`src/rtl/ttc_trigger_info_reader_pkg.sv`:
```
// Shared definitions for the TTC trigger-info word: field positions and widths
// (common to the receiver that packs the word and the reader that unpacks it),
// trigger-type encodings, and the reader FSM state encoding.
package ttc_trigger_info_reader_pkg;

   localparam int WORD_W      = 128;

   localparam int TS_LSB      = 0;
   localparam int TS_W        = 44;
   localparam int TRIGNUM_LSB = 44;
   localparam int TRIGNUM_W   = 24;
   localparam int EVTNUM_LSB  = 68;
   localparam int EVTNUM_W    = 24;
   localparam int TYPE_LSB    = 92;
   localparam int TYPE_W      = 3;
   localparam int EMPTY_BIT   = 95;
   localparam int RSVD_LSB    = 96;
   localparam int RSVD_W      = 32;

   // Trigger-type encodings carried in the type field
   typedef enum logic [TYPE_W-1:0] {
      TRIG_TYPE_NONE     = 3'd0,
      TRIG_TYPE_MUON     = 3'd1,
      TRIG_TYPE_LASER    = 3'd2,
      TRIG_TYPE_PEDESTAL = 3'd3,
      TRIG_TYPE_ASYNC    = 3'd4
   } trig_type_e;

   // One-hot state bit indices, also the encoding seen on the status port
   localparam int ST_IDLE_BIT = 0;
   localparam int ST_HOLD_BIT = 1;

   typedef enum logic [1:0] {
      ST_IDLE = 2'b01,
      ST_HOLD = 2'b10
   } state_e;

   typedef struct packed {
      logic [RSVD_W-1:0]    rsvd;
      logic                 empty_event;
      logic [TYPE_W-1:0]    trig_type;
      logic [EVTNUM_W-1:0]  event_num;
      logic [TRIGNUM_W-1:0] trig_num;
      logic [TS_W-1:0]      timestamp;
   } trig_rec_t;

   // Field-by-field unpack, so the layout is tied to the LSB constants above
   function automatic trig_rec_t unpack_word(input logic [WORD_W-1:0] w);
      trig_rec_t r;
      r.rsvd        = w[RSVD_LSB    +: RSVD_W];
      r.empty_event = w[EMPTY_BIT];
      r.trig_type   = w[TYPE_LSB    +: TYPE_W];
      r.event_num   = w[EVTNUM_LSB  +: EVTNUM_W];
      r.trig_num    = w[TRIGNUM_LSB +: TRIGNUM_W];
      r.timestamp   = w[TS_LSB      +: TS_W];
      return r;
   endfunction

endpackage

```
`src/rtl/ttc_trigger_info_reader_seq_checker.sv`:
```
// Trigger-number continuity checker. Tracks the expected trigger number and
// resynchronises to every received value, so one glitched number costs one
// error rather than a cascade.
module ttc_trig_seq_checker
   import ttc_trigger_info_reader_pkg::*;
#(
   parameter bit SEQ_CHECK_EN  = 1'b1,
   parameter int ERR_CNT_WIDTH = 16
) (
   input  logic                     clk,
   input  logic                     reset,
   input  logic                     pop,
   input  logic [TRIGNUM_W-1:0]     trig_num,
   input  logic                     reset_trig_num,
   output logic                     error_seq,
   output logic [ERR_CNT_WIDTH-1:0] seq_err_count
);

   logic [TRIGNUM_W-1:0] exp_num;
   logic                 mismatch;

   // The comparison always uses the registered exp_num, so a same-cycle
   // reset_trig_num only affects the next pop.
   assign mismatch = SEQ_CHECK_EN && (trig_num != exp_num);

   // Expected number: channel-B reset wins over the pop resync
   always_ff @(posedge clk) begin
      if (reset)
         exp_num <= TRIGNUM_W'(1);
      else if (reset_trig_num)
         exp_num <= TRIGNUM_W'(1);
      else if (pop)
         exp_num <= trig_num + TRIGNUM_W'(1);
   end

   // Sticky flag and saturating error count
   always_ff @(posedge clk) begin
      if (reset) begin
         error_seq     <= 1'b0;
         seq_err_count <= '0;
      end else if (pop && mismatch) begin
         error_seq <= 1'b1;
         if (seq_err_count != {ERR_CNT_WIDTH{1'b1}})
            seq_err_count <= seq_err_count + 1'b1;
      end
   end

endmodule

```
`src/rtl/ttc_trigger_info_reader.sv`:
```
// TTC trigger FIFO consumer: pops one 128-bit trigger-info word, holds the
// unpacked record on a valid/ready interface until accepted, and keeps status
// counters and integrity flags.
module ttc_trigger_info_reader
   import ttc_trigger_info_reader_pkg::*;
#(
   parameter bit SEQ_CHECK_EN  = 1'b1,
   parameter int ERR_CNT_WIDTH = 16
) (
   input  logic                     clk,
   input  logic                     reset,
   input  logic                     reset_trig_num,
   input  logic                     fifo_valid,
   input  logic [WORD_W-1:0]        fifo_data,
   output logic                     fifo_ready,
   output logic                     trig_valid,
   input  logic                     trig_ready,
   output logic                     trig_empty_event,
   output logic [TYPE_W-1:0]        trig_type,
   output logic [EVTNUM_W-1:0]      trig_event_num,
   output logic [TRIGNUM_W-1:0]     trig_num,
   output logic [TS_W-1:0]          trig_timestamp,
   output logic [1:0]               state,
   output logic [31:0]              words_read,
   output logic [31:0]              empty_event_count,
   output logic                     error_seq,
   output logic                     error_reserved,
   output logic [ERR_CNT_WIDTH-1:0] seq_err_count
);

   state_e    state_q;
   trig_rec_t rec;
   logic      pop;

   assign rec   = unpack_word(fifo_data);
   assign pop   = fifo_valid & fifo_ready;
   assign state = state_q;

   // Pop/hold FSM. fifo_ready is registered and only raised in IDLE, so no
   // word can be popped while a record is pending; it stays low for the first
   // cycle after reset.
   always_ff @(posedge clk) begin
      if (reset) begin
         state_q          <= ST_IDLE;
         fifo_ready       <= 1'b0;
         trig_valid       <= 1'b0;
         trig_empty_event <= 1'b0;
         trig_type        <= '0;
         trig_event_num   <= '0;
         trig_num         <= '0;
         trig_timestamp   <= '0;
      end else begin
         case (state_q)
            ST_IDLE: begin
               fifo_ready <= 1'b1;
               if (pop) begin
                  state_q          <= ST_HOLD;
                  fifo_ready       <= 1'b0;
                  trig_valid       <= 1'b1;
                  trig_empty_event <= rec.empty_event;
                  trig_type        <= rec.trig_type;
                  trig_event_num   <= rec.event_num;
                  trig_num         <= rec.trig_num;
                  trig_timestamp   <= rec.timestamp;
               end
            end
            ST_HOLD: begin
               if (trig_valid && trig_ready) begin
                  state_q    <= ST_IDLE;
                  trig_valid <= 1'b0;
                  fifo_ready <= 1'b1;
               end
            end
            default: begin
               state_q    <= ST_IDLE;
               fifo_ready <= 1'b0;
               trig_valid <= 1'b0;
            end
         endcase
      end
   end

   // Word counters (wrapping) and reserved-bit sticky flag
   always_ff @(posedge clk) begin
      if (reset) begin
         words_read        <= '0;
         empty_event_count <= '0;
         error_reserved    <= 1'b0;
      end else if (pop) begin
         words_read <= words_read + 32'd1;
         if (rec.empty_event)
            empty_event_count <= empty_event_count + 32'd1;
         if (rec.rsvd != '0)
            error_reserved <= 1'b1;
      end
   end

   ttc_trig_seq_checker #(
      .SEQ_CHECK_EN  (SEQ_CHECK_EN),
      .ERR_CNT_WIDTH (ERR_CNT_WIDTH)
   ) u_seq_checker (
      .clk            (clk),
      .reset          (reset),
      .pop            (pop),
      .trig_num       (rec.trig_num),
      .reset_trig_num (reset_trig_num),
      .error_seq      (error_seq),
      .seq_err_count  (seq_err_count)
   );

endmodule

```
`config.mk`:
```
export PLATFORM = sky130hd
export DESIGN_NAME = ttc_trigger_info_reader
export DESIGN_NICKNAME = d
export VERILOG_FILES = /design/src/rtl/ttc_trigger_info_reader_pkg.sv /design/src/rtl/ttc_trigger_info_reader_seq_checker.sv /design/src/rtl/ttc_trigger_info_reader.sv
export SDC_FILE = /design/constraint.sdc
export NUM_CORES = 1
export LEC_CHECK = 0
export CAP_MARGIN = 25
export CORE_MARGIN = 2
export CORE_UTILIZATION = 40
export CTS_CLUSTER_DIAMETER = 150
export CTS_CLUSTER_SIZE = 25
export DETAILED_ROUTE_END_ITERATION = 10
export GPL_ROUTABILITY_DRIVEN = 0
export PLACE_DENSITY = 0.84
export SETUP_SLACK_MARGIN = 0.4
export SLEW_MARGIN = 20
export SYNTH_ARGS = -nofsm -noshare
export SYNTH_HDL_FRONTEND = slang
export SYNTH_SLANG_ARGS = --single-unit
```
`constraint.sdc`:
```
create_clock -name clk -period 2.3 [get_ports clk]
set_input_delay 0.46 -clock clk [delete_from_list [all_inputs] [get_ports clk]]
set_output_delay 0.46 -clock clk [all_outputs]
set_load 0.02 [all_outputs]
```
; After elaboration in Yosys (flattened, before gate mapping)
; Index checks and enable logic that the tools add are counted.
[op_classes]
n_reduce_logical = 9
eq_ne = 6
addsub = 4
n_mux = 9
n_bitwise = 1
[ops]
columns = operator, count
row1 = $add 32x1->32 const B, 2
row2 = $reduce_bool 32->1, 1
row3 = $add 24x1->24 const B, 1
row4 = $ne 24x24->1, 1
row5 = $add 16x1->16 const B, 1
row6 = $ne 16x16->1 const B, 1
row7 = $reduce_and 2->1, 5
row8 = $mux 1, 4
row9 = $mux 2, 2
row10 = $pmux 1 s2, 2
row11 = $pmux 2 s2, 1
row12 = $eq 2x1->1 const B, 1
row13 = $eq 2x2->1 const B, 1
row14 = $logic_and 1x1->1, 2
row15 = $ne 2x1->1 const B, 1
row16 = $ne 2x2->1 const B, 1
row17 = $reduce_or 2->1, 1
row18 = $and 1x1->1, 1
[word_totals]
out_inout_bits = 182
regBits = 206
word_cells = 43
inputBits = 133

; Longest topological paths before layout
[depth]
word_depth = 3
ltp_mapped = 9
depth_no_buf = 7

; Cells and area by module
; A second synthesis with hierarchy kept.
[hier_totals]
cells_unflattened = 1060
hier_area_um2 = 8689.6
[by_module_without_submodules]
columns = module, seq_area_each_um2, instances, area_per_inst_um2, cells_each
row1 = ttc_trigger_info_reader, 3283.1, 1, 6412.4, 784
row2 = ttc_trig_seq_checker, 820.8, 1, 2277.2, 276

; Worst setup path before layout
; OpenSTA, ideal clock, no wires.
[synth_path]
kind = reg-to-reg
startpoint = register words_read[0]
endpoint = register words_read[24]
setup_ns = 0.070
arrival_ns = 1.930
synth_period_minus_slack_ns = 2.000
required_time_ns = 2.230
slack_ns = 0.300
n_path_buf = 1
path_stages_with_launch = 8
path_cell_list = dfxtp_1 ha_1 and3_1 nand3_4 or3_1 buf_2 or3_1 a21oi_1
[synth_between]
elab_chain_len = 1
[synth_rtl]
columns = item, line_no
row1 = from (decl), ttc_trigger_info_reader.sv:24  ; output logic [31:0] words_read,
row2 = from (signal assigned), ttc_trigger_info_reader.sv:90  ; words_read <= words_read + 32'd1;
row3 = $add 32x1->32, ttc_trigger_info_reader.sv:90
; Every way passes these cells.
; A chain may end at the register's enable or synchronous reset.

; Final worst setup path
[layout_path]
startpoint = register trig_num[4]
endpoint = output port trig_num[4]
[layout_rtl]
columns = item, line_no
row1 = from (decl), ttc_trigger_info_reader.sv:21  ; output logic [TRIGNUM_W-1:0] trig_num,
row2 = from (signal assigned), ttc_trigger_info_reader.sv:63  ; trig_num <= rec.trig_num;
; No word-level cell between the ends.

==> metrics.cfg <==
[run_status]
status = completed

[critical_path]
cp_top_family = buffers and inverters
max_stage_delay_ns = 0.61
cp_slowest_cell = clkdlybuf4s50_1
critPathKind = flip-flop to output port
critPathBufInv = 1
startpoint_type = flip-flop
ff2ff_setup_slack_ns = 0.48
crit_chain = clkdlybuf4s50_1
arrival_ns = 1.40
worstPathMaxFanout = 2
crit_required_ns = 1.84
worst_setup_path_end_kind = output port

[timing]
slew-limit-headroom_pct = 65.8
fmax_mhz = 537
period_minus_slack_ns = 1.86
holdWs_ns = 0.336
clock_skew_ns = 0.0297
finalCritPeriodShare_pct = 81.0
maxSlewViolCount = 0
layout_setup_ws_ns = 0.437
worst_pin_slew_ns = 0.513
rsz0062_at_grt = true
setup_tns_ns = 0
finalHoldViolCount = 0
setup_viol = 0

[synth]
async_reset_ff_share_pct = 0
synth_most_common_cell = nand2_1
synth_compound_area_share_pct = 11.6
synth.top_cell.area_share_pct = 47.6
synth_nets = 1199
synthTopCellsByCount = nand2_1, dfxtp_1, a21oi_1
synthAdderAreaFrac_pct = 0.871
syn_avg_cell_area_sq_um = 8.13
yosys.area.top_type = dfxtp_1
netlist_area_sq_mm = 0.00862
synth_edf_count = 0
yosys-mux-area-fraction_pct = 0.261
ys_ff_latch = 205
yosys-top-cells-area = dfxtp_1, nand2_1, a21oi_1
postSynthCellCount = 1060
synth_xor_area_share_pct = 10.1
synth-simple-area-share_pct = 26.0
postSynth.topFlopCell = dfxtp_1
synth_top_family_by_area = simple AND/OR/NAND/NOR gates
ys_types = 44
ys_seq_area_share_pct = 47.6
ys_warn_count = 0

[cells_and_area]
post-route-util_pct = 62.0
drive_above_1_share_pct = 11.0
diodes = 0
area_growth_pct = 51.7
nNetsFinal = 1546
fillers = 1766
stdcell_area_sq_mm = 0.0131
stdcell_count = 1682

[global_route]
grt_max_degree = 109
grt_pass1_wl_um = 39100
grt_pass1_vias = 8080
antenna_found_initial = 1
grt.overflow.total = 0
grt_util_all_layers_pct = 20.9

[power_and_ir_drop]
power_mw = 8.00
ir_drop_mv = 0.411
power.density_mw_per_mm2 = 612
leakagePower_nw = 6.18

[floorplan]
placementRows = 53
initial_utilization_pct = 40.9
fp.dieW_um = 151
die_y_um = 151
core_area_sq_mm = 0.0211
die_area_sq_mm = 0.0227
ios = 315

[routing]
drt_wl_total_um = 26000
ant_nets = 0
vias = 8607
wl_per_cell_um = 15.5
drc = 0
firstDrtPassIters = 5
drt_first_iter_violations = 343
vias_per_cell = 5.12

[clock_tree]
cts_root_buf = clkbuf_16
cts_tree = yes
htree_levels = 1
clkSinkCount = 205
clkTransAtPathRegs_ns = 0.10
clockBufferDepth = 3
cts-buffers-inserted = 12
insertion_delay_ns = 0.47

[placement]
place_inst = 1661
portBuffers = 314
placed_cell_area_sq_mm = 0.0125
place_ws_ns = -0.213
place_hpwl_um = 18900

[worst_hold_path]
hold_path.class = primary input to flip-flop

[run]
drv_cap = 0

-- report_power, final --
group | internal (mW) | total (mW) | switching (mW)
logic | 0.816 | 1.86 | 1.05
clock network | 1.04 | 2.21 | 1.17
registers | 3.79 | 3.93 | 0.138
-- final timing paths --
check,startpoint,to,cells after the start
worst max-delay path,trig_num[4]$_SDFFE_PP0P_,trig_num[4],1
worst min-delay path,fifo_data[55],trig_num[11]$_SDFFE_PP0P_,3
worst max register to register,empty_event_count[2]$_SDFFE_PP0P_,empty_event_count[21]$_SDFFE_PP0P_,7
worst min register to register,trig_timestamp[42]$_SDFFE_PP0P_,trig_timestamp[42]$_SDFFE_PP0P_,2
-- cell families after synthesis --
logic type      Yosys count
flops                   205
simple gates            485
mux                       2
compound gates          185
fa+ha+maj                 6
buf+inv                  78
xor+xnor                 99
-- final cells by class --
class	instances	area, sq um	share of cell area (%)
Multi-Input combinational cell	777	4360	33.3
Sequential cell	205	4130	31.6
Timing Repair Buffer	399	3860	29.5
Tap cell	275	344	2.63
Clock buffer	13	325	2.49
Inverter	12	45.0	0.344
Clock inverter	1	20.0	0.153
-- registers in the layout (all words and copies together), names as in the netlist, 3 cells and up --
| name | flops |
|---|---|
| trig_timestamp | 44 |
| empty_event_count | 32 |
| words_read | 32 |
| trig_event_num | 24 |
| trig_num | 24 |
| u_seq_checker.exp_num | 24 |
| u_seq_checker.seq_err_count | 16 |
| trig_type | 3 |
-- cells in the final DEF, fill, tap and decap left out, types with 13 or more instances in the layout --
master           count
dlymetal6s2s_1      69
dlygate4sd2_1      131
clkdlybuf4s50_1    113
xnor2_1             53
nor2_1              91
buf_4               79
clkbuf_16           13
nand2_1            234
dfxtp_2             16
a21oi_1            130
xor2_1              44
nand3_1             33
and3_1              13
nand4_1             30
o21ai_0             26
dfxtp_1            187
-- metal layers --
layer | share of wire, % | track usage (%) | wire length (um)
met4 | 2.3 | 6.07 | 600
met3 | 8.6 | 5.48 | 2240
met2 | 51 | 39.3 | 13300
met5 | 0.042 | 0 | 11
met1 | 38 | 23.0 | 9870
-- timing repair --
| item | CTS | global route |
|---|---|---|
| buffers inserted | 0 | 7 |
| hold buffers | 0 | 0 |
| gates resized for setup | 140 | 108 |
| pin swaps | 2 | 12 |
| setup endpoints to repair | 153 | 100 |
Power figures use the tool's default switching activity.
